<file path="config.mk">
export PLATFORM = sky130hd
export DESIGN_NAME = l2_mem_request_buffer
export DESIGN_NICKNAME = d
export VERILOG_FILES = /design/src/rtl/l2_mem_request_buffer.sv
export SDC_FILE = /design/constraint.sdc
export NUM_CORES = 1
export LEC_CHECK = 0
export CORE_MARGIN = 2
export CORE_UTILIZATION = 50
export DETAILED_ROUTE_END_ITERATION = 16
export DONT_BUFFER_PORTS = 1
export SLEW_MARGIN = 0
export SYNTH_ARGS = -nofsm -noshare
export SYNTH_HDL_FRONTEND = slang
export SYNTH_SLANG_ARGS = --single-unit
</file>
<file path="constraint.sdc">
create_clock -name clock_i -period 8.96 [get_ports clock_i]
set_input_delay 0.896 -clock clock_i [delete_from_list [all_inputs] [get_ports clock_i]]
set_output_delay 0.896 -clock clock_i [all_outputs]
set_load 0.02 [all_outputs]
</file>
<file path="src/rtl/l2_mem_request_buffer.sv">
// l2_mem_request_buffer: one-transaction command/data buffer between L2 and external memory.
// Optional transaction counters are built when L2_MEM_BUFFER_PERF_EN is defined.
module l2_mem_request_buffer #(
   parameter int BW_ADDR  = 24,
   parameter int BW_BLOCK = 4
) (
   input  logic               clock_i,
   input  logic               resetn_i,
   input  logic               req_i,
   input  logic               req_block_i,
   input  logic               rw_i,
   input  logic [BW_ADDR-1:0] add_i,
   output logic               ready_req_o,
   input  logic               write_i,
   input  logic [31:0]        wdata_i,
   output logic               ready_write_o,
   input  logic               read_i,
   output logic [31:0]        rdata_o,
   output logic               ready_read_o,
   output logic               ext_req_o,
   output logic               ext_rw_o,
   output logic               ext_block_o,
   output logic [BW_ADDR-1:0] ext_add_o,
   input  logic               ext_ack_i,
   output logic               ext_wvalid_o,
   output logic [31:0]        ext_wdata_o,
   input  logic               ext_wready_i,
   input  logic               ext_rvalid_i,
   input  logic [31:0]        ext_rdata_i,
   output logic               err_o,
   output logic [31:0]        perf_rd_o,
   output logic [31:0]        perf_wr_o
);

   localparam int DEPTH = 1 << BW_BLOCK;
   localparam logic [BW_BLOCK:0] ONE     = {{BW_BLOCK{1'b0}}, 1'b1};
   localparam logic [BW_BLOCK:0] N_BLOCK = {1'b1, {BW_BLOCK{1'b0}}};

   typedef enum logic [2:0] {
      S_IDLE,
      S_WFILL,
      S_WISSUE,
      S_WDATA,
      S_RISSUE,
      S_RDATA
   } state_t;

   state_t state;

   logic               lat_rw;
   logic               lat_block;
   logic [BW_ADDR-1:0] lat_add;
   logic [BW_BLOCK:0]  n_words;
   logic [BW_BLOCK:0]  xfer;
   logic [BW_BLOCK:0]  xfer_inc;
   logic               last;

   logic [31:0]         wmem [DEPTH];
   logic [BW_BLOCK-1:0] wwp;
   logic [BW_BLOCK-1:0] wrp;
   logic [BW_BLOCK:0]   wcnt;

   logic [31:0]         rmem [DEPTH];
   logic [BW_BLOCK-1:0] rwp;
   logic [BW_BLOCK-1:0] rrp;
   logic [BW_BLOCK:0]   rcnt;

   logic accept;
   logic wpush;
   logic wpop;
   logic rfill_ok;
   logic rpush;
   logic rpop;
   logic err;

   assign xfer_inc = xfer + ONE;
   assign last     = (xfer_inc == n_words);

   assign ready_req_o   = (state == S_IDLE) & (rcnt == '0);
   assign accept        = req_i & ready_req_o;
   assign ready_write_o = (state == S_WFILL) & (xfer < n_words);
   assign wpush         = write_i & ready_write_o;
   assign ext_wvalid_o  = (state == S_WDATA) & (wcnt != '0);
   assign wpop          = ext_wvalid_o & ext_wready_i;
   assign rfill_ok      = (state == S_RDATA) & (xfer < n_words);
   assign rpush         = ext_rvalid_i & rfill_ok;
   assign ready_read_o  = (rcnt != '0);
   assign rpop          = read_i & ready_read_o;

   assign ext_req_o   = (state == S_WISSUE) | (state == S_RISSUE);
   assign ext_rw_o    = lat_rw;
   assign ext_block_o = lat_block;
   assign ext_add_o   = lat_add;
   assign err_o       = err;

   // Heads are masked so both data outputs read zero while their FIFO is empty.
   assign rdata_o     = ready_read_o ? rmem[rrp] : '0;
   assign ext_wdata_o = ext_wvalid_o ? wmem[wrp] : '0;

   always_ff @(posedge clock_i or negedge resetn_i) begin
      if (!resetn_i) begin
         state     <= S_IDLE;
         lat_rw    <= 1'b0;
         lat_block <= 1'b0;
         lat_add   <= '0;
         n_words   <= '0;
         xfer      <= '0;
      end else begin
         unique case (state)
            S_IDLE: begin
               if (accept) begin
                  lat_rw    <= rw_i;
                  lat_block <= req_block_i;
                  lat_add   <= add_i;
                  n_words   <= req_block_i ? N_BLOCK : ONE;
                  xfer      <= '0;
                  state     <= rw_i ? S_WFILL : S_RISSUE;
               end
            end
            S_WFILL: begin
               if (wpush) begin
                  xfer <= last ? '0 : xfer_inc;
                  if (last) state <= S_WISSUE;
               end
            end
            S_WISSUE: begin
               if (ext_ack_i) state <= S_WDATA;
            end
            S_WDATA: begin
               if (wpop) begin
                  xfer <= last ? '0 : xfer_inc;
                  if (last) state <= S_IDLE;
               end
            end
            S_RISSUE: begin
               if (ext_ack_i) begin
                  xfer  <= '0;
                  state <= S_RDATA;
               end
            end
            S_RDATA: begin
               if (rpush) begin
                  xfer <= last ? '0 : xfer_inc;
                  if (last) state <= S_IDLE;
               end
            end
            default: state <= S_IDLE;
         endcase
      end
   end

   always_ff @(posedge clock_i) begin
      if (wpush) wmem[wwp] <= wdata_i;
   end

   always_ff @(posedge clock_i or negedge resetn_i) begin
      if (!resetn_i) begin
         wwp  <= '0;
         wrp  <= '0;
         wcnt <= '0;
      end else begin
         if (wpush) wwp <= wwp + 1'b1;
         if (wpop)  wrp <= wrp + 1'b1;
         unique case ({wpush, wpop})
            2'b10:   wcnt <= wcnt + ONE;
            2'b01:   wcnt <= wcnt - ONE;
            default: wcnt <= wcnt;
         endcase
      end
   end

   always_ff @(posedge clock_i) begin
      if (rpush) rmem[rwp] <= ext_rdata_i;
   end

   // Push and pop may coincide while L2 drains during the fill.
   always_ff @(posedge clock_i or negedge resetn_i) begin
      if (!resetn_i) begin
         rwp  <= '0;
         rrp  <= '0;
         rcnt <= '0;
      end else begin
         if (rpush) rwp <= rwp + 1'b1;
         if (rpop)  rrp <= rrp + 1'b1;
         unique case ({rpush, rpop})
            2'b10:   rcnt <= rcnt + ONE;
            2'b01:   rcnt <= rcnt - ONE;
            default: rcnt <= rcnt;
         endcase
      end
   end

   always_ff @(posedge clock_i or negedge resetn_i) begin
      if (!resetn_i) begin
         err <= 1'b0;
      end else if ((write_i & ~ready_write_o) | (ext_rvalid_i & ~rfill_ok)) begin
         err <= 1'b1;
      end
   end

`ifdef L2_MEM_BUFFER_PERF_EN
   logic [31:0] perf_rd;
   logic [31:0] perf_wr;
   logic        rd_done;
   logic        wr_done;

   assign rd_done = (state == S_RDATA) & rpush & last;
   assign wr_done = (state == S_WDATA) & wpop & last;

   always_ff @(posedge clock_i or negedge resetn_i) begin
      if (!resetn_i) begin
         perf_rd <= '0;
         perf_wr <= '0;
      end else begin
         if (rd_done && perf_rd != '1) perf_rd <= perf_rd + 32'd1;
         if (wr_done && perf_wr != '1) perf_wr <= perf_wr + 32'd1;
      end
   end

   assign perf_rd_o = perf_rd;
   assign perf_wr_o = perf_wr;
`else
   assign perf_rd_o = '0;
   assign perf_wr_o = '0;
`endif

endmodule

</file>
# Yosys cells after proc, flatten, opt, wreduce, memory -nomap -nowiden

Memory sizes are Yosys's and may differ from the RTL's.
Index checks and enable logic that the tools add are counted.
W data, S select, Z words.

RAM bits: 1024
ROM bits: 0
Bits in latches: 0
Memories: 2
Bits in registers: 66
Word-level logic and storage cells: 93
Output and inout port bits: 160
Input port bits: 98

Bitwise logic cells: 15
Shift-type cells: 0
Muxes and demuxes: 26
Divide/modulo/power cells: 0
Equal/unequal tests: 17
$lt $le $gt $ge: 1
$mul: 0
Reduce and logical (&&, ||, !) cells: 10
Add/subtract/negate cells: 9

Memory list:

| memory | depth | width | read ports | clocked after memory_dff | wr ports | line | text |
|---|---|---|---|---|---|---|---|
| rmem   | 16    | 32    | 1          | 0                        | 1        | 63   | `logic [31:0] rmem [DEPTH];` |
| wmem   | 16    | 32    | 1          | 0                        | 1        | 58   | `logic [31:0] wmem [DEPTH];` |

Operator list:

| kind                  | count |
|---|---|
| $mux W32              | 2 |
| $mux W5               | 7 |
| $mux W3               | 9 |
| $pmux W5 S5           | 1 |
| $pmux W5 S2           | 2 |
| $pmux W3 S6           | 1 |
| $add A4 B1 Y4 const B | 4 |
| $add A5 B1 Y5 const B | 3 |
| $reduce_bool A5 Y1    | 3 |
| $ne A2 B2 Y1 const B  | 7 |
| $and A1 B1 Y1         | 11 |
| $sub A5 B1 Y5 const B | 2 |
| $reduce_and A7 Y1     | 1 |
| $eq A3 B2 Y1 const B  | 2 |
| $eq A3 B3 Y1 const B  | 2 |
| $reduce_and A6 Y1     | 1 |
| $eq A5 B5 Y1          | 1 |
| $logic_not A5 Y1      | 1 |
| $lt A5 B5 Y1          | 1 |
| $eq A2 B1 Y1 const B  | 2 |
| $eq A2 B2 Y1 const B  | 2 |
| $mux W1               | 4 |
| $reduce_bool A2 Y1    | 2 |
| $eq A3 B1 Y1 const B  | 1 |
| other kinds (4)       | 6 |

# Depth between registers and ports, before layout

Gate-level depths: netlist of the first run.

Word-level depth: 5
Mapped depth: 16
Gate-level depth less buffers: 14

# Worst setup path after synthesis of the first run

No wires, ideal clock.

Kind: reg-to-reg
Start point: reg xfer[0]
End point: mem wmem[1][0], enable pin
Library setup time: 0.502 ns
Setup slack: 3.118 ns
Arrival time: 5.340 ns
Path buffers: 1
Stages on the path, launching flop included: 9
Required time: 8.458 ns
Clock period less this slack: 5.842 ns
Cell sequence: dfrtp_1 inv_1 ha_1 or4b_4 a2111oi_2 and2_1 buf_2 inv_2 nor4_1

Word-level cells in the longest chain between the ends: 5

Ends and longest elaborated chain:

| item                          | line | text |
|---|---|---|
| from (decl)                   | 54   | `logic [BW_BLOCK:0] xfer;` |
| from (signal assigned)        | 122  | `xfer <= last ? '0 : xfer_inc;` |
| from (signal assigned)        | 131  | `xfer <= last ? '0 : xfer_inc;` |
| from (signal assigned)        | 143  | `xfer <= last ? '0 : xfer_inc;` |
| $lt A5 B5 Y1                  | 81   | `assign ready_write_o = (state == S_WFILL) & (xfer < n_words);` |
| $and A1 B1 Y1                 | 81   |  |
| via ready_write_o             | 16   | `output logic ready_write_o,` |
| $and A1 B1 Y1                 | 82   | `assign wpush = write_i & ready_write_o;` |
| $mux W1                       | 153  | `if (wpush) wmem[wwp] <= wdata_i;` |
| $mux W1 (implied by the code) | 153  |  |
| to (decl)                     | 58   |  |

The timed path passes the listed nets, and every way through them passes these cells.

# Worst setup path in the final report of the first run

Start point: reg wrp[1]
End point: out ext_wdata_o[21]

Word-level cells in the longest chain between the ends: 2

Ends and longest elaborated chain:

| item                   | line | text |
|---|---|---|
| from (decl)            | 60   | `logic [BW_BLOCK-1:0] wrp;` |
| from (signal assigned) | 163  | `if (wpop) wrp <= wrp + 1'b1;` |
| $mem_v2 Z16 W32        | -    |  |
| $mux W32               | 98   | `assign ext_wdata_o = ext_wvalid_o ? wmem[wrp] : '0;` |
| to (decl)              | 26   | `output logic [31:0] ext_wdata_o,` |

Every way passes these cells.

==> flow_summary.yaml, run 1 <==
clock_tree:
  numCtsBuffers: 110
  cts.sinks: 1086
  clock_latency_ns: 0.68
  htree_levels: 3
  clockRootBuffer: "clkbuf_16"
  clkTransAtPathRegs_ns: 0.06
  cts_max_path_buffers: 3
  postCtsSetupRepairBufs: 0
  cts_tree: "built"
sta:
  clock.fmax_mhz: 204
  hold_violations: 0
  fin_skew_ns: 0.0219
  tns_ns: 0
  fin_crit_ns: 4.90
  maxSlewHeadroom: 0.201
  fin_crit_sh: 0.547
  setup_viol: 0
  slew_viol_final: 0
  rsz0062_at_grt: "false"
  timing_worst_slew_pin_value_ns: 1.19
placement:
  gp_congestion: 0.793
  numPlacedInstances: 3035
  dp_hpwl_um: 47600
  numPortBuffers: 0
finish:
  seq_area_mm2: 0.0323
  fillCellCount: 6305
  multiInputGateArea_mm2: 0.00984
  layout_commonest_cell: "edfxtp_1"
  finalNonFillerCells: 3239
  syn2layout_area_growth_pct: 11.3
  mostFrequentLayoutCells: "edfxtp_1 (1024), mux4_2 (288), clkbuf_16 (111)"
  fin_nets: 2121
  drive_above_1_share: 0.272
global_routing:
  track_usage: 0.207
  grt_use_met1: 0.295
  grt_pass1_wl_um: 131000
  top_usage_layer: "met2"
  grt_max_degree: 107
  antenna_found_initial: 2
  use_met2: 0.327
  gr-total-overflow: 0
  grt_pass1_vias: 20100
  met3_usage: 0.0469
floorplan:
  fp.dieArea_mm2: 0.0878
  pin_count: 258
  die_w_um: 296
  start_util: 0.504
  dieHeight_um: 296
  core_mm2: 0.0849
  num_rows: 107
synthesis:
  yosysSeqAreaShare: 0.756
  synth.avg_cell_area_um2: 21.9
  yosys.cell_types.count: 58
  synthArstFlopShare: 0.0571
  synth_area_leaders: "edfxtp_1 (72%), mux4_2 (15%), dfrtp_1 (3.6%)"
  yosys_register_bits: 1086
  syn-cell-area_mm2: 0.0427
  synth_top_cell_area_share: 0.719
  synth_ff_type: "edfxtp_1"
  yosysWarnings: 0
  synth_cells: 1954
  synth_edf_count: 1024
  synth_top_cell_by_area: "edfxtp_1"
pwr:
  p_per_area_mw_per_mm2: 279
  peakVddDrop_mv: 0.232
  p_leak_nw: 15.0
setup_path:
  crit_path_max_fanout: 69
  cp.arrival_ns: 4.00
  worst_ep_required_time_ns: 8.06
  crit_start: "wrp[1]"
  cp-start-kind: "register"
  path_class: "reg2out"
  reg2reg_from: "xfer[0]"
  end_kind: "output port"
run:
  maxCapViolCount: 0
hold_path:
  hold_class: "in2async"
detailed_routing:
  viasPerCell: 5.94
  vias: 19200
  drt_wl_total_um: 90200
  drc_errors: 0
  wl_per_cell_um: 27.9
  drtIter0Drc: 1552
  firstDrtPassIters: 5
  drtAntennaViolNets: 0
outcome:
  status: "finished, final reports clean"
## logic make-up (layout without fill, tap and decap cells)
kind of cell	after synthesis	count (layout)	share of synthesized area
AND/OR/NAND/NOR	166	166	0.0222
adder cells (fa/ha/maj)	19	19	0.00556
AO/OA/AOI/OAI	104	104	0.0183
other	1	66	0.0000877
flip-flops	1086	1086	0.756
multiplexers	355	355	0.169
XOR/XNOR	30	30	0.00615
buffers and inverters	193	269	0.0233
## layer usage
layer	part of all wire	vias to the layer above
met5	0.00012	-
met1	0.43	10500
li1	-	8106
met3	0.063	139
met4	0.022	2
met2	0.48	530
## layout make-up
| cell class | count | area share |
|---|---|---|
| antenna | 2 | 0.000105 |
| clock buffer | 144 | 0.0623 |
| clock inverter | 57 | 0.0112 |
| inverter | 21 | 0.00166 |
| multi-input combinational | 738 | 0.207 |
| sequential | 1086 | 0.679 |
| tap | 1144 | 0.0301 |
| timing repair buffer | 47 | 0.00836 |
## cells in the mapped netlist, types with 18 or more instances
cell,n
mux2i_1,34
xnor2_1,18
inv_1,20
ha_1,19
dfrtp_1,62
buf_4,64
nor2_1,24
a211oi_1,67
clkbuf_1,79
mux4_2,288
buf_2,20
nor2b_1,33
and2_1,43
edfxtp_1,1024
mux2_2,31
## worst paths after layout
check / cells after the start / endpoint / slack [ns]
worst max-delay path: 4 / ext_wdata_o[21] / 4.06
worst min-delay path: 1 / rrp[0] / 0.08
worst max register to register: 7 / wmem[10][21] / 4.69
worst min register to register: 1 / rcnt[4] / 0.48
max in group asynchronous: 1 / wrp[1] / 8.56
min in group clock_i: 0 / wmem[4][21] / 0.31
## power breakdown
group / internal (mW) / switching [mW] / total, mW
Clock: 2.55 / 1.86 / 4.42
Combinational: 1.38 / 1.42 / 2.80
Sequential: 5.68 / 0.352 / 6.03
Total: 9.62 / 3.64 / 13.3
## worst max-delay path: stages (launching register included)
cell	delay (ns)
dfrtp_4	1.04
buf_4	0.82
mux4_2	0.36
mux2i_1	0.07
a211oi_1	0.98
## metrics by stage
stage               instance area, µm²  worst slack (ns)  power [mW]  utilization  hold WS [ns]
detailed placement               44000              4.66        8.99        0.519         0.470
floorplan                        43000              3.12        8.38            -         0.443
finish                           47600              4.06        13.3        0.561        0.0837
global route                     47600              3.84        13.8        0.560        0.0699
CTS                              47600              4.03        13.4        0.560        0.0597
global placement                 44000              4.72        8.96        0.519         0.457
## timing repair
action,4_1_cts,5_1_grt
hold endpoints to repair,62,0
hold buffers,1,0
endpoints found under the setup margin,0,0
resized for setup,0,0
## registers in the layout, indices dropped and copies added (netlist names), 3 cells and up
name,count
rrp,4
rcnt,5
ext_add_o,24
wcnt,5
rwp,4
wrp,4
xfer,5
state,3
wwp,4
wmem,512
rmem,512
(Power assumes the default switching activity.)
==> inputs of run 2 (changes only) <==
--- a/config.mk
+++ b/config.mk
@@ -9,6 +9,7 @@
 export CORE_UTILIZATION = 50
 export DETAILED_ROUTE_END_ITERATION = 16
 export DONT_BUFFER_PORTS = 1
+export PLACE_DENSITY = 0.68
 export SLEW_MARGIN = 0
 export SYNTH_ARGS = -nofsm -noshare
 export SYNTH_HDL_FRONTEND = slang
==> constraint.sdc (replaced) <==
create_clock -name clock_i -period 4.1 [get_ports clock_i]
set_input_delay 0.41 -clock clock_i [delete_from_list [all_inputs] [get_ports clock_i]]
set_output_delay 0.41 -clock clock_i [all_outputs]
set_load 0.02 [all_outputs]
==> run 2 against run 1 <==
  * Via count rose by 2.4%
  * Sequential power rose by 120%
  * Global-route usage is 0.62 points lower
  * Hold slack got worse by 0.037 ns
  * Setup slack got worse by 3.7 ns
  * Highest routed layer unchanged
  * Register-to-register slack lost 4.3 ns
  * Largest cell class unchanged
  * Core utilization is 1.7 points higher
  * Critical path type unchanged
==> flow_summary.yaml, run 2 (same netlist as run 1, synthesis figures left out) <==
outcome:
  status: "finished, final reports clean"
setup_path:
  crit_buf_inv: 2
  cp.arrival_ns: 3.36
  end_kind: "output port"
  rrSetupSlack_ns: 0.41
  worst_ep_required_time_ns: 3.69
  crit_top_cell: "a211oi_1"
  cp_slowest_stage_delay_ns: 0.65
  path_class: "reg2out"
  cp_top_family: "compound AO/OA/AOI/OAI gates"
  crit_path_max_fanout: 41
  r2r-end: "wcnt[4]"
  cp-start-kind: "register"
  r2r_cells: 14
  reg2reg_from: "xfer[0]"
  cp_cell_sequence: "buf_12 -> mux4_2 -> nor2b_1 -> a211oi_1 -> a211oi_1 -> buf_4"
  cp_slowest_cell: "dfrtp_4"
sta:
  slew_viol_final: 0
  setup_viol: 0
  clock.fmax_mhz: 265
  fin_crit_sh: 0.920
  fin_crit_ns: 3.77
  fin_skew_ns: 0.0600
  timing_worst_slew_pin_value_ns: 1.13
  tns_ns: 0
  hold_violations: 0
  maxSlewHeadroom: 0.248
  rsz0062_at_grt: "false"
clock_tree:
  cts.sinks: 1086
  clock_latency_ns: 0.68
  postCtsSetupRepairBufs: 0
  cts_max_path_buffers: 3
  numCtsBuffers: 108
  clkTransAtPathRegs_ns: 0.06
  htree_levels: 3
  cts_tree: "built"
  clockRootBuffer: "clkbuf_16"
floorplan:
  pin_count: 258
  fp.dieArea_mm2: 0.0878
  die_w_um: 296
  dieHeight_um: 296
  num_rows: 107
  start_util: 0.504
  core_mm2: 0.0849
run:
  maxCapViolCount: 0
hold_path:
  hold_class: "in2reg"
  holdPathStages: 2
  hold-path-endpoint: "n_words[0]"
  hp-start: "req_i"
finish:
  fillCellCount: 6119
  layout_commonest_cell: "edfxtp_1"
  mostFrequentLayoutCells: "edfxtp_1 (1024), mux4_2 (288), clkbuf_16 (110)"
  post-route-cell-area_mm2: 0.0490
  fin_nets: 2250
  syn2layout_area_growth_pct: 14.6
  drive_above_1_share: 0.271
detailed_routing:
  firstDrtPassIters: 5
  drtAntennaViolNets: 0
  drc_errors: 0
  drt_wl_total_um: 88000
  wl_per_cell_um: 26.1
  drtIter0Drc: 1756
  viasPerCell: 5.84
  vias: 19700
pwr:
  switching_share: 0.279
  switchingPower_mw: 8.15
  fin_total_pwr_mw: 29.2
  p_per_area_mw_per_mm2: 596
  p_clk_frac: 0.324
  internal_power_mw: 21.0
  p_leak_nw: 15.6
  combPwrFrac: 0.221
  seqPwrFrac: 0.455
  peakVddDrop_mv: 0.363
global_routing:
  grt_max_degree: 63
  grt_pass1_vias: 20200
  grt_pass1_wl_um: 130000
  antenna_found_initial: 5
  gr-total-overflow: 0
  track_usage: 0.201
placement:
  dp_hpwl_um: 49200
  gp_congestion: 0.792
  dpl_cell_area_mm2: 0.0446
  numPortBuffers: 0
run 2: cell types whose count changed in the layout (fill, tap and decap cells not counted), moves of 4 or more:
cell / delta
buf_4: +24
nor4_4: +8
nor3_4: +4
buf_12: +14
dlygate4sd3_1: +93
clkbuf_8: -5
nor3_2: -4
clkinv_1: +4
nor4_2: -8
run 2: worst register-to-register path, stage by stage (launching register included):
cell and delay [ns]:
dfrtp_1 0.44, inv_1 0.12, ha_1 0.14, or4b_4 0.48, a2111oi_2 0.45, and2_1 0.41, inv_2 0.19, ha_1 0.30
xor2_1 0.17, ha_1 0.23, nand3b_1 0.09, o21ai_0 0.08, a222oi_1 0.24, nor2_1 0.09, xor2_1 0.15
run 2: repair_timing:
item                      4_1_cts  5_1_grt
resized for setup               0        0
hold endpoints to repair     1115        0
hold buffers                   94        0
run 2: area by class of cell:
| class | instances | area (µm²) | share of cell area |
|---|---|---|---|
| timing repair buffer | 178 | 1790 | 0.0365 |
| multi-input combinational | 738 | 9940 | 0.203 |
| sequential | 1086 | 32300 | 0.660 |
| tap | 1144 | 1430 | 0.0292 |
| clock inverter | 63 | 551 | 0.0112 |
| antenna | 5 | 12.5 | 0.000255 |
| clock buffer | 139 | 2870 | 0.0586 |
| inverter | 21 | 78.8 | 0.00161 |
run 2: stage by stage:
step,setup WS [ns],cells,hold WS (ns),utilization
final,0.330,3374,0.0463,0.577
after global routing,0.117,3372,0.0526,0.577
after CTS,0.289,3369,0.0160,0.577
after detailed placement,0.417,3073,0.122,0.525
after global placement,0.478,3073,0.122,0.525
after floorplan,-0.894,2017,0.114,-
run 2: routing by layer:
| metal | part of all wire | vias to the layer above | wire [µm] | track usage |
|---|---|---|---|---|
| met5 | 0.00031 | - | 27 | 0 |
| met4 | 0.021 | 4 | 1870 | 0.0574 |
| met3 | 0.066 | 124 | 5810 | 0.0418 |
| met2 | 0.50 | 647 | 44000 | 0.324 |
| met1 | 0.41 | 10600 | 36300 | 0.280 |
| li1 | - | 8361 | - | - |
run 2: how the worst max path moves through the flow:
stage | start | end | slack, ns | cells after the start
final | wrp[0] | ext_wdata_o[6] | 0.33 | 6
after global routing | wrp[0] | ext_wdata_o[2] | 0.12 | 6
after CTS | wrp[0] | ext_wdata_o[2] | 0.29 | 6
after detailed placement | xfer[0] | wcnt[4] | 0.42 | 14
after global placement | xfer[0] | wcnt[4] | 0.48 | 14
after floorplan | xfer[0] | wmem[7][0] | -0.89 | 8
run 2: power groups by stage:
stage	Clock, mW	Combinational [mW]	Sequential (mW)
CTS	9.64	6.57	13.3
global placement	0	6.26	13.5
floorplan	0	5.38	12.9
global route	10.1	6.91	13.4
detailed placement	0	6.31	13.5
finish	9.45	6.45	13.3
==> inputs of run 3 (changes only) <==
--- a/config.mk
+++ b/config.mk
@@ -9,7 +9,6 @@
 export CORE_UTILIZATION = 50
 export DETAILED_ROUTE_END_ITERATION = 16
 export DONT_BUFFER_PORTS = 1
-export PLACE_DENSITY = 0.68
 export SLEW_MARGIN = 0
 export SYNTH_ARGS = -nofsm -noshare
 export SYNTH_HDL_FRONTEND = slang
==> constraint.sdc (replaced) <==
create_clock -name clock_i -period 4 [get_ports clock_i]
set_input_delay 0.4 -clock clock_i [delete_from_list [all_inputs] [get_ports clock_i]]
set_output_delay 0.4 -clock clock_i [all_outputs]
set_load 0.02 [all_outputs]
==> run 3 against run 2 <==
  * Sequential cell count did not move
  * Global-route usage rose by 0.65 points
  * Register-to-register slack improved by 0.08 ns
  * Combinational power up 4.5%
  * Final cell count up 0.36%
  * Die area did not move
  * Sequential share of layout area fell by 0.39 points
  * Core utilization grew 0.34 points
  * Critical path depth fell by 2
  * Hold slack better by 0.026 ns
  * Via count grew 0.37%
==> flow_summary.yaml, run 3 (same netlist as run 1, synthesis figures left out) <==
setup_path:
  crit_path_max_fanout: 66
  cp_cell_sequence: "mux4_2 -> mux2i_1 -> a211oi_1 -> buf_4"
  cp-start-kind: "register"
  path_class: "reg2out"
  crit_start: "wrp[1]"
  crit_buf_inv: 1
  cp_slowest_stage_delay_ns: 1.07
  cp.arrival_ns: 3.22
  worst_ep_required_time_ns: 3.60
  cp_slowest_cell: "dfrtp_4"
  end_kind: "output port"
  reg2reg_from: "xfer[0]"
  cp_top_family: "flip-flops"
detailed_routing:
  wl_per_cell_um: 26.5
  viasPerCell: 5.84
  drc_errors: 0
  drt_wl_total_um: 89700
  firstDrtPassIters: 5
  vias: 19800
  drtAntennaViolNets: 0
  drtIter0Drc: 1661
clock_tree:
  postCtsSetupRepairBufs: 0
  numCtsBuffers: 112
  clockRootBuffer: "clkbuf_16"
  cts.sinks: 1086
  clock_latency_ns: 0.69
  cts_max_path_buffers: 3
  cts_tree: "built"
  cts_resized: 0
  clkTransAtPathRegs_ns: 0.06
  ctsHoldBuffers: 94
  htree_levels: 3
pwr:
  switchingPower_mw: 8.39
  seqPwrFrac: 0.452
  peakVddDrop_mv: 0.536
  switching_share: 0.278
  p_leak_nw: 15.7
  p_per_area_mw_per_mm2: 613
  internal_power_mw: 21.8
  p_clk_frac: 0.325
  combPwrFrac: 0.223
  fin_total_pwr_mw: 30.2
finish:
  fin_nets: 2268
  post-route-cell-area_mm2: 0.0493
  fin_util: 0.581
  drive_above_1_share: 0.273
  syn2layout_area_growth_pct: 15.3
  layout_commonest_cell: "edfxtp_1"
  mostFrequentLayoutCells: "edfxtp_1 (1024), mux4_2 (288), clkbuf_16 (113)"
global_routing:
  gr-total-overflow: 0
  track_usage: 0.207
  grt_pass1_wl_um: 133000
  antenna_found_initial: 12
  grt_pass1_vias: 20500
  grt_max_degree: 67
sta:
  hold_violations: 0
  setup_viol: 0
  timing_worst_slew_pin_value_ns: 1.11
  clock.fmax_mhz: 276
  rsz0062_at_grt: "false"
  tns_ns: 0
  setup_ws_ns: 0.379
  fin_crit_sh: 0.905
  fin_crit_ns: 3.62
  fin_skew_ns: 0.0429
  slew_viol_final: 0
  maxSlewHeadroom: 0.259
floorplan:
  dieHeight_um: 296
  pin_count: 258
  start_util: 0.504
  num_rows: 107
  core_mm2: 0.0849
  fp.dieArea_mm2: 0.0878
  die_w_um: 296
hold_path:
  hold_class: "in2reg"
  hp-start: "write_i"
run:
  maxCapViolCount: 0
placement:
  dpl_cell_area_mm2: 0.0449
  place_ws_ns: 0.535
  numPortBuffers: 0
  dp_hpwl_um: 49700
  gp_congestion: 0.776
outcome:
  status: "finished, final reports clean"
## run 3: layer usage
layer,part of all wire,GRT usage
met4,0.020,0.0524
met3,0.066,0.0432
met5,0.00096,0
met1,0.44,0.304
met2,0.47,0.322
## run 3: final timing paths
kind                                       end  slack [ns]  depth (start not counted)
worst max-delay path            ext_wdata_o[2]        0.38                          4
worst min-delay path                     err_o        0.07                          2
worst max register to register         wcnt[4]        0.49                         15
worst min register to register         rcnt[4]        0.48                          1
max in group asynchronous               wrp[0]        3.39                          2
min in group asynchronous               rwp[2]        0.31                          2
## run 3: cell type report
type / count / area [µm²]
clock inverter: 56 / 513
fill: 6168 / 35600
timing repair buffer: 192 / 2040
inverter: 21 / 78.8
multi-input combinational: 738 / 9940
tap: 1144 / 1430
antenna: 7 / 17.5
sequential: 1086 / 32300
clock buffer: 142 / 2940
## run 3: metrics by stage
stage / cells / hold WS (ns)
after floorplan: 2017 / 0.104
after global placement: 3087 / 0.109
after detailed placement: 3087 / 0.109
after CTS: 3379 / 0.00771
after global routing: 3381 / 0.0329
final: 3386 / 0.0727
## run 3: power groups by stage
stage / combinational [mW] / sequential [mW] / clock (mW)
after global routing: 7.24 / 13.7 / 10.5
after global placement: 6.62 / 13.9 / 0
after detailed placement: 6.65 / 13.9 / 0
final: 6.74 / 13.7 / 9.80
after floorplan: 5.53 / 13.3 / 0
after CTS: 6.90 / 13.7 / 10.1
## run 3: worst register-to-register path, cell delays in order (launching register included)
cell and delay, ns:
dfrtp_1 0.43, inv_1 0.11, ha_1 0.14, or4b_4 0.49, a2111oi_2 0.42, and2_1 0.19, buf_4 0.17, inv_2 0.12
ha_1 0.28, xor2_1 0.16, ha_1 0.22, nand3b_1 0.08, o21ai_0 0.07, a222oi_1 0.26, nor2_1 0.10, xor2_1 0.15
